**src/rtl/pwm_pkg.sv**
```systemverilog
// Shared constants and width helpers for the multichannel PWM block.
package pwm_pkg;

    localparam int PWM_WIDTH    = 8;
    localparam int PWM_CHANNELS = 4;

    // Duty needs one extra bit so that "always high" (period+1) fits.
    function automatic int duty_w(input int width);
        return width + 1;
    endfunction

    function automatic int ch_w(input int n);
        return (n > 1) ? $clog2(n) : 1;
    endfunction

endpackage

```
**src/rtl/pwm_channel.sv**
```systemverilog
// One PWM output: compare shared counter with active duty,
// apply polarity and register the result.
module pwm_channel
    import pwm_pkg::*;
#(
    parameter int WIDTH = PWM_WIDTH
) (
    input  logic                     clk,
    input  logic                     rst,
    input  logic                     en_i,
    input  logic [WIDTH-1:0]         counter_i,
    input  logic [duty_w(WIDTH)-1:0] duty_i,
    input  logic                     pol_i,
    output logic                     pwm_o
);

    logic raw;
    logic out_d;
    logic out_q;

    assign raw = ({1'b0, counter_i} < duty_i);

    always_comb begin
        out_d = pol_i;
        if (en_i) begin
            out_d = raw ^ pol_i;
        end
    end

    always_ff @(posedge clk) begin
        if (rst) begin
            out_q <= 1'b0;
        end else begin
            out_q <= out_d;
        end
    end

    assign pwm_o = out_q;

endmodule

```
**src/rtl/pwm_multichannel.sv**
```systemverilog
// Multichannel PWM: shared counter, shadowed period/duty registers
// that load into the active set only at wrap or while idle.
module pwm_multichannel
    import pwm_pkg::*;
#(
    parameter int WIDTH    = PWM_WIDTH,
    parameter int CHANNELS = PWM_CHANNELS
) (
    input  logic                      clk,
    input  logic                      rst,
    input  logic                      en,
    input  logic                      period_wr,
    input  logic [WIDTH-1:0]          period_in,
    input  logic                      duty_wr,
    input  logic [ch_w(CHANNELS)-1:0] duty_ch,
    input  logic [duty_w(WIDTH)-1:0]  duty_in,
    input  logic [CHANNELS-1:0]       polarity,
    output logic [CHANNELS-1:0]       pwm_out,
    output logic                      period_done,
    output logic [WIDTH-1:0]          counter
);

    localparam int DW = duty_w(WIDTH);
    localparam int CW = ch_w(CHANNELS);

    logic [WIDTH-1:0] cnt_q, cnt_d;
    logic [WIDTH-1:0] per_sh_q, per_sh_d;
    logic [WIDTH-1:0] per_act_q, per_act_d;
    logic [DW-1:0]    duty_sh_q  [CHANNELS];
    logic [DW-1:0]    duty_sh_d  [CHANNELS];
    logic [DW-1:0]    duty_act_q [CHANNELS];
    logic [DW-1:0]    duty_act_d [CHANNELS];
    logic             done_q, done_d;
    logic             wrap;
    logic             load;

    assign wrap = en && (cnt_q == per_act_q);
    // Actives take the pre-write shadow, so a write in this cycle waits.
    assign load = wrap || !en;

    always_comb begin
        cnt_d     = cnt_q + 1'b1;
        per_sh_d  = per_sh_q;
        per_act_d = per_act_q;
        done_d    = wrap;
        if (load) begin
            cnt_d     = '0;
            per_act_d = per_sh_q;
        end
        if (period_wr) begin
            per_sh_d = period_in;
        end
        for (int i = 0; i < CHANNELS; i++) begin
            duty_sh_d[i]  = duty_sh_q[i];
            duty_act_d[i] = duty_act_q[i];
            if (load) begin
                duty_act_d[i] = duty_sh_q[i];
            end
            if (duty_wr && (int'(duty_ch) < CHANNELS)
                && (duty_ch == CW'(i))) begin
                duty_sh_d[i] = duty_in;
            end
        end
    end

    always_ff @(posedge clk) begin
        if (rst) begin
            cnt_q     <= '0;
            per_sh_q  <= '0;
            per_act_q <= '0;
            done_q    <= 1'b0;
            for (int i = 0; i < CHANNELS; i++) begin
                duty_sh_q[i]  <= '0;
                duty_act_q[i] <= '0;
            end
        end else begin
            cnt_q      <= cnt_d;
            per_sh_q   <= per_sh_d;
            per_act_q  <= per_act_d;
            done_q     <= done_d;
            duty_sh_q  <= duty_sh_d;
            duty_act_q <= duty_act_d;
        end
    end

    for (genvar g = 0; g < CHANNELS; g++) begin : g_ch
        pwm_channel #(
            .WIDTH(WIDTH)
        ) u_ch (
            .clk      (clk),
            .rst      (rst),
            .en_i     (en),
            .counter_i(cnt_q),
            .duty_i   (duty_act_q[g]),
            .pol_i    (polarity[g]),
            .pwm_o    (pwm_out[g])
        );
    end

    assign period_done = done_q;
    assign counter     = cnt_q;

endmodule

```
**config.mk**
```make
export PLATFORM = sky130hd
export DESIGN_NAME = pwm_multichannel
export DESIGN_NICKNAME = d
export VERILOG_FILES = /design/src/rtl/pwm_pkg.sv /design/src/rtl/pwm_channel.sv /design/src/rtl/pwm_multichannel.sv
export SDC_FILE = /design/constraint.sdc
export NUM_CORES = 1
export LEC_CHECK = 0
export CAP_MARGIN = 5
export CORE_UTILIZATION = 61
export CTS_CLUSTER_DIAMETER = 60
export DETAILED_ROUTE_END_ITERATION = 7
export PLACE_DENSITY_LB_ADDON = 0.2
export SLEW_MARGIN = 0
export SYNTH_ARGS = -nofsm -noshare
export SYNTH_HDL_FRONTEND = slang
export SYNTH_SLANG_ARGS = --single-unit
```
**constraint.sdc**
```tcl
create_clock -name clk -period 5.5 [get_ports clk]
set_clock_uncertainty 0.15 [all_clocks]
set_input_delay 0.825 -clock clk [delete_from_list [all_inputs] [get_ports clk]]
set_output_delay 0.825 -clock clk [all_outputs]
set_load 0.005 [all_outputs]
```
==> metrics.yaml, run 1 <==
ant_nets: 0
dp_cells: 585
drive_gt1_share_pct: 4.36
grt_overflow_total: 0
dp_slack_ns: 2.52
grt_max_degree: 57
yosysWarningCount: 0
setup_ws_ns: 2.69
fin_cells: 601
avgSynthCellArea_um2: 9.47
drt_iter0_markers: 201
route.detailed.drc: 0
outcome: "finished, final reports clean"
worstSetupEndpointType: "flop"
tightest_slew_ns: 1.09
reg2reg_to: "duty_act_q[3]"
synth_area_um2: 4480
cp.required_ns: 5.57
die_w_um: 87.7
antenna_found_initial: 0
cts_tree: "yes"
grt_pass1_vias: 3127
nets: 557
worstSetupEndpoint: "duty_act_q[3]"
hold_start: "duty_sh_q[18]"
synth_edf_count: 0
clock_latency_ns: 0.37
min_period_over_period_pct: 51.1
clock.fmax_ghz: 0.356
pwr-share-seq_pct: 56.5
fin_util_pct: 71.9
syn_inst: 473
cts_max_level: 3
ctsHoldBuffers: 0
dr.pass1.iters: 4
io_buffers: 40
cts_made_buffers: 9
synthDistinctLibCells: 35
routed_wl_mm: 9.25
setup-violations-final: 0
hold_path.class: "reg -> reg"
dpl.hpwl_mm: 6.41
cts_root_buffer: "clkbuf_8"
p_leak_nw: 2.14
post_cts_buffers: 0
p_per_area_nw_per_um2: 275
num_io_pins: 41
ys_ff_latch: 101
grt_pass1_wl_mm: 14.8
setup_tns_ns: 0
initial_utilization_pct: 64.5
slew_violations: 0
clock_path_buffers: 2
path_max_fanout: 44
regToRegSetupSlack_ns: 2.69
synthArstFlopShare_pct: 0
startpoint_type: "flop"
grt_usage_pct: 25.9
rsz0062_at_grt: "no"
p_switching_uw: 360
ys.flop_type: "dfxtp_1"
die_area_um2: 7690
syn2layout_area_growth_pct: 11.5
seq_area_frac_synth_pct: 45.1
placementRows: 30
min_period_ns: 2.81
cts.sinks: 101
die_y_um: 87.7
wl_per_cell_um: 15.4
arrival_ns: 2.88
ff2ff_path_depth: 6
maxCapViolCount: 0
fp.coreArea_um2: 6940
ir_drop_mv: 0.179
fillCellCount: 541
p_comb_share_pct: 13.4
slew_headroom_pct: 27.2
post_cts_resized: 0
mostFrequentLayoutCells: "dfxtp_1, nor2_1, mux2i_1"
swShare_pct: 26.3
startpoint: "counter[2]"
n_antenna_cell: 0
clkPwrFrac_pct: 30.1
syn_nets: 530
viasPerCell: 5.43
finalHoldViolCount: 0
gp_congestion: 0.804
intPower_mw: 1.01
clkSlewWorstSetupHoldPaths_ns: 0.10
r2r_start: "counter[2]"
num_vias: 3264
path_class: "reg -> reg"
final_common_cell: "dfxtp_1"
whs_ns: 0.314
[through the flow]
| step | total power, mW | area [um^2] |
|---|---|---|
| after floorplan | 0.939 | 4480 |
| after detailed placement | 0.975 | 4830 |
| after CTS | 1.38 | 4990 |
| final | 1.37 | 4990 |
| after global routing | 1.43 | 4990 |
| after global placement | 0.968 | 4830 |
[power groups by stage]
| stage | sequential, mW | combinational (mW) | clock [mW] |
|---|---|---|---|
| 6_report | 0.775 | 0.183 | 0.413 |
| 3_3_place_gp | 0.791 | 0.177 | 0 |
| 5_1_grt | 0.778 | 0.200 | 0.448 |
| 2_1_floorplan | 0.786 | 0.153 | 0 |
| 3_5_place_dp | 0.792 | 0.182 | 0 |
| 4_1_cts | 0.775 | 0.184 | 0.420 |
[area by class of cell]
cell class                 instances  area (um^2)  share of cell area, %
clock inverter                     5         36.3                  0.726
tap                               96          120                   2.40
multi-input combinational        315         2160                   43.2
inverter                          31          116                   2.33
clock buffer                      11          131                   2.63
sequential                       101         2020                   40.5
timing repair buffer              42          410                   8.22
[synth_stat cells, types with 6 or more instances]
cell type  count  area share (%)
dfxtp_1      101              45
nor2_1        72             6.0
mux2i_1       70              16
nand2_1       41             3.4
inv_1         31             2.6
a21oi_1       30             3.4
ha_1          29             8.1
clkbuf_1      12             1.0
nor3_1        10             1.1
xnor2_1       10             2.0
o21ai_0        7            0.78
nand3_1        6            0.67
o211ai_1       6             1.0
[sequential cells by signal, summed over array words and instances (netlist names)]
| name | count |
|---|---|
| per_sh_q | 8 |
| per_act_q | 8 |
| g_ch.u_ch.pwm_o | 4 |
| duty_act_q | 36 |
| counter | 8 |
| duty_sh_q | 36 |
| period_done | 1 |
[metal layers]
metal / part of all wire (%) / wire [um] / vias up / GRT usage [%]
li1: - / - / 1637 / -
met1: 43 / 3980 / 1514 / 31.9
met2: 49 / 4540 / 91 / 45.0
met3: 5.3 / 494 / 22 / 3.30
met4: 2.6 / 236 / 0 / 12.5
met5: 0 / 0 / - / 0
[worst max-delay path, stage by stage, from the launching register on]
cell and delay (ns):
dfxtp_1 0.68, xnor2_1 0.21, nand4_1 0.23, o21ai_4 0.40
buf_4 0.65, mux2i_1 0.27, nor2_1 0.06
[kinds of logic (layout without fill, tap and decap cells)]
| logic type | count (synthesis) | after routing | share of synthesized area, % |
|---|---|---|---|
| AOI/OAI and AO/OA | 52 | 52 | 6.62 |
| xor gates and xnor gates | 14 | 14 | 2.74 |
| adders and majority gates | 29 | 29 | 8.10 |
| buffers and inverters | 57 | 89 | 7.04 |
| DFF | 101 | 101 | 45.1 |
| muxes | 71 | 71 | 15.9 |
| and+or+nand+nor | 149 | 149 | 14.5 |
[worst min path at each step]
stage,to,cells past startpoint
2_1_floorplan,duty_sh_q[0],2
4_1_cts,duty_sh_q[7],2
6_report,duty_sh_q[18],2
3_5_place_dp,duty_sh_q[7],2
3_3_place_gp,duty_sh_q[8],2
5_1_grt,duty_sh_q[26],2
Note: power is estimated with default switching activity, not from simulation.
==> run 2, diff against run 1 <==
- CORE_UTILIZATION: 61 -> 57
- clock period: 5.5 -> 2.6 ns (I/O delays scaled with it)
==> run 2 against run 1 <==
Net effect: count of clock-buffer cells in the layout unchanged; global-route usage down 2.5 points; largest cell class unchanged; sequential share of layout area down 0.60 points; largest power group unchanged; worst hold slack worse by 0.0031 ns.
==> metrics.yaml, run 2 (synthesis gave the netlist of run 1 again) <==
dr.pass1.iters: 5
r2r_start: "counter[4]"
nets: 561
intPower_mw: 2.20
setup_tns_ns: 0
swShare_pct: 25.6
clock.fmax_ghz: 0.467
startpoint: "counter[3]"
die_w_um: 90.6
viasPerCell: 5.31
outcome: "finished, final reports clean"
fp.coreArea_um2: 7410
fin_cells: 607
post_cts_buffers: 0
die_y_um: 90.6
grt_overflow_total: 0
placementRows: 31
post_cts_resized: 0
path_buf_inv: 1
io_buffers: 40
cts_max_level: 3
path_class: "reg -> out"
ir_drop_mv: 0.441
mostFrequentLayoutCells: "dfxtp_1, nor2_1, mux2i_1"
hold_path.class: "reg -> reg"
p_per_area_nw_per_um2: 583
slew_violations: 0
p_switching_uw: 756
maxCapViolCount: 0
setup-violations-final: 0
min_period_over_period_pct: 82.4
antenna_found_initial: 0
path_max_fanout: 10
critical-path-max-stage-delay_ns: 0.65
syn2layout_area_growth_pct: 13.2
pwr-share-seq_pct: 55.2
dpl.hpwl_mm: 6.39
rsz0062_at_grt: "no"
cts_made_buffers: 9
drive_gt1_share_pct: 5.31
worstSetupEndpointType: "output pin"
route.detailed.drc: 0
initial_utilization_pct: 60.5
finalHoldViolCount: 0
cts_tree: "yes"
drt_iter0_markers: 153
die_area_um2: 8220
routed_wl_mm: 9.04
reg_top3: "duty_act_q: 36 flops, duty_sh_q: 36 flops"
grt_usage_pct: 23.4
gp_congestion: 0.802
grt_pass1_vias: 3227
cts.sinks: 101
ctsHoldBuffers: 0
cp_cell_sequence: "clkdlybuf4s50_1"
clkSlewWorstSetupHoldPaths_ns: 0.09
clock_path_buffers: 2
final_common_cell: "dfxtp_1"
hold_start: "duty_sh_q[8]"
p_comb_share_pct: 13.8
grt_max_degree: 74
cts_root_buffer: "clkbuf_8"
wl_per_cell_um: 14.9
ant_nets: 0
slowest_stage: "dfxtp_1"
slew_headroom_pct: 61.0
n_antenna_cell: 0
cp.required_ns: 2.06
grt_pass1_wl_mm: 15.1
tightest_slew_ns: 0.586
startpoint_type: "flop"
arrival_ns: 1.60
p_leak_nw: 2.17
min_period_ns: 2.14
clkPwrFrac_pct: 31.0
dp_cells: 592
num_io_pins: 41
crit_family: "flip-flops"
num_vias: 3224
clock_latency_ns: 0.36
==> run 2: changes by cell type in the layout (fill, tap and decap cells not counted) <==
cell        before  now
buf_4            2    4
clkinv_4         2    1
clkbuf_1         2    0
clkinv_2         2    0
buf_12           0    2
clkinvlp_4       0    2
clkbuf_8         9   11
==> run 2: per-stage QoR <==
step | hold WS (ns) | util, % | power, mW | worst slack [ns] | area, um^2
finish | 0.311 | 68.4 | 2.96 | 0.458 | 5070
global route | 0.326 | 68.4 | 3.08 | 0.325 | 5070
CTS | 0.310 | 68.4 | 2.98 | 0.440 | 5070
detailed placement | 0.298 | 66.0 | 2.08 | 0.487 | 4890
global placement | 0.291 | 66.0 | 2.07 | 0.563 | 4890
floorplan | 0.286 | - | 1.99 | 0.774 | 4480
==> run 2: per-layer routing <==
metal / routed length, um / up-vias / global-route usage [%]
met1: 4140 / 1504 / 28.8
met4: 95 / 0 / 8.06
met3: 430 / 6 / 5.98
met5: 0 / - / 0
li1: - / 1644 / -
met2: 4370 / 70 / 39.6
==> run 2: layout make-up <==
class / count / area [um^2]
Clock inverter: 4 / 32.5
Tap cell: 99 / 124
Inverter: 31 / 116
Multi-Input combinational cell: 315 / 2160
Fill cell: 619 / 2340
Sequential cell: 101 / 2020
Timing Repair Buffer: 46 / 465
Clock buffer: 11 / 151
==> run 2: final timing paths <==
| check | end | slack (ns) | cells past startpoint |
|---|---|---|---|
| max | counter[3] | 0.46 | 1 |
| min reg2reg | duty_sh_q[8] | 0.31 | 2 |
| max reg2reg | duty_act_q[9] | 0.46 | 6 |
| min | duty_sh_q[8] | 0.31 | 2 |
==> run 2: power groups by stage <==
stage | registers [mW] | clock network, mW | logic, mW
2_1_floorplan | 1.66 | 0 | 0.324
3_3_place_gp | 1.67 | 0 | 0.400
3_5_place_dp | 1.67 | 0 | 0.407
4_1_cts | 1.63 | 0.938 | 0.410
5_1_grt | 1.64 | 0.997 | 0.444
6_report | 1.63 | 0.916 | 0.407
==> run 3, diff against run 2 <==
- clock period: 2.6 -> 2.2 ns (I/O delays scaled with it)
==> run 3 against run 2 <==
Net effect: wire length increased by 2.4%; count of clock-buffer cells in the layout unchanged; via count increased by 2.4%; critical path depth increased by 5; non-clock buffer count increased by 6; global-route usage increased by 0.76 points; clock power increased by 42%; worst setup slack got worse by 0.31 ns; largest cell class unchanged.
==> metrics.yaml, run 3 (synthesis gave the netlist of run 1 again) <==
outcome: "finished, final reports clean"
grt_usage_pct: 24.2
mostFrequentLayoutCells: "dfxtp_1, nor2_1, mux2i_1"
cts_made_buffers: 9
arrival_ns: 2.16
clock.fmax_ghz: 0.487
post_cts_resized: 0
fp.coreArea_um2: 7410
reg2reg_to: "duty_act_q[26]"
ff_latch_area_um2: 2020
ant_nets: 0
viasPerCell: 5.38
dpl.hpwl_mm: 6.64
nets: 567
regToRegSetupSlack_ns: 0.15
drt_iter0_markers: 163
grt_pass1_vias: 3343
routed_wl_mm: 9.25
dp_slack_ns: 0.166
multi_input_area_um2: 2160
setup_ws_ns: 0.147
slew_violations: 0
clkSlewWorstSetupHoldPaths_ns: 0.09
clock_path_buffers: 2
die_y_um: 90.6
whs_ns: 0.306
cp.required_ns: 2.30
hold_start: "rst"
gp_congestion: 0.810
path_class: "reg -> reg"
ctsHoldBuffers: 0
antenna_found_initial: 0
cts_root_buffer: "clkbuf_8"
drive_gt1_share_pct: 6.41
ir_drop_mv: 0.450
reg_top3: "duty_act_q: 36 flops, duty_sh_q: 36 flops"
maxCapViolCount: 0
fin_util_pct: 69.9
min_period_ns: 2.05
slew_headroom_pct: 60.3
p_per_area_nw_per_um2: 722
p_leak_nw: 2.23
worstHoldEndpoint: "per_sh_q[0]"
ff2ff_path_depth: 6
syn2layout_area_growth_pct: 15.6
startpoint_type: "flop"
cts.sinks: 101
n_antenna_cell: 0
die_w_um: 90.6
wl_per_cell_um: 15.1
die_area_um2: 8220
tightest_slew_ns: 0.596
final_common_cell: "dfxtp_1"
dp_cells: 598
num_io_pins: 41
setup-violations-final: 0
clock_latency_ns: 0.36
grt_overflow_total: 0
route.detailed.drc: 0
worstSetupEndpointType: "flop"
hold_path.class: "in -> reg"
fillCellCount: 599
r2r_start: "counter[6]"
finalHoldViolCount: 0
cts_tree: "yes"
grt_max_degree: 71
num_vias: 3301
io_buffers: 40
initial_utilization_pct: 60.5
min_period_over_period_pct: 93.3
fin_cells: 614
hold_depth: 2
path_max_fanout: 18
placementRows: 31
rsz0062_at_grt: "no"
grt_pass1_wl_mm: 15.4
setup_tns_ns: 0
post_cts_buffers: 0
dr.pass1.iters: 4
cts_max_level: 3
-- run 3: cell types whose count changed in the layout (fill, tap and decap cells not counted) --
cell,before,now
clkbuf_1,0,1
bufinv_16,0,2
clkinvlp_4,2,0
clkbuf_8,11,10
clkinv_2,0,1
buf_12,2,4
buf_4,4,8
-- run 3: final cells by class --
cell class | instances | area share (%)
clock buffer | 11 | 2.73
clock inverter | 5 | 1.59
inverter | 31 | 2.25
multi-input combinational | 315 | 41.7
sequential | 101 | 39.0
tap | 99 | 2.39
timing repair buffer | 52 | 10.3
-- run 3: how the worst max path moves through the flow --
stage          startpoint                 end
2_1_floorplan  counter[6]  g_ch[1].u_ch.pwm_o
3_3_place_gp   counter[6]       duty_act_q[7]
6_report       counter[6]      duty_act_q[26]
5_1_grt        counter[6]      duty_act_q[30]
4_1_cts        counter[6]        per_act_q[7]
3_5_place_dp   counter[6]        per_act_q[7]
-- run 3: where the power goes --
group          switching, mW  internal, mW  leakage, nW
logic                  0.257         0.254         1.30
clock network          0.623         0.677        0.114
registers             0.0356          1.89        0.821
total                  0.916          2.82         2.23
-- run 3: metrics by stage --
stage | instance area, um^2 | total power, mW
CTS | 5180 | 3.76
finish | 5180 | 3.74
global route | 5180 | 3.89
global placement | 4960 | 2.47
floorplan | 4480 | 2.35
detailed placement | 4960 | 2.48
-- run 3: worst max-delay path: stages, from the launching register on --
cell and delay (ns):
dfxtp_1 0.59, xnor2_1 0.17, nand4_1 0.20, o21ai_4 0.32, buf_12 0.22, mux2i_1 0.23
nor2_1 0.06
-- run 3: layer usage --
| metal | up-vias | GRT usage [%] | wire length [um] |
|---|---|---|---|
| met5 | - | 0 | 0 |
| met4 | 0 | 10.5 | 157 |
| met3 | 14 | 3.03 | 346 |
| met2 | 57 | 42.1 | 4580 |
| met1 | 1571 | 29.8 | 4170 |
| li1 | 1659 | - | - |
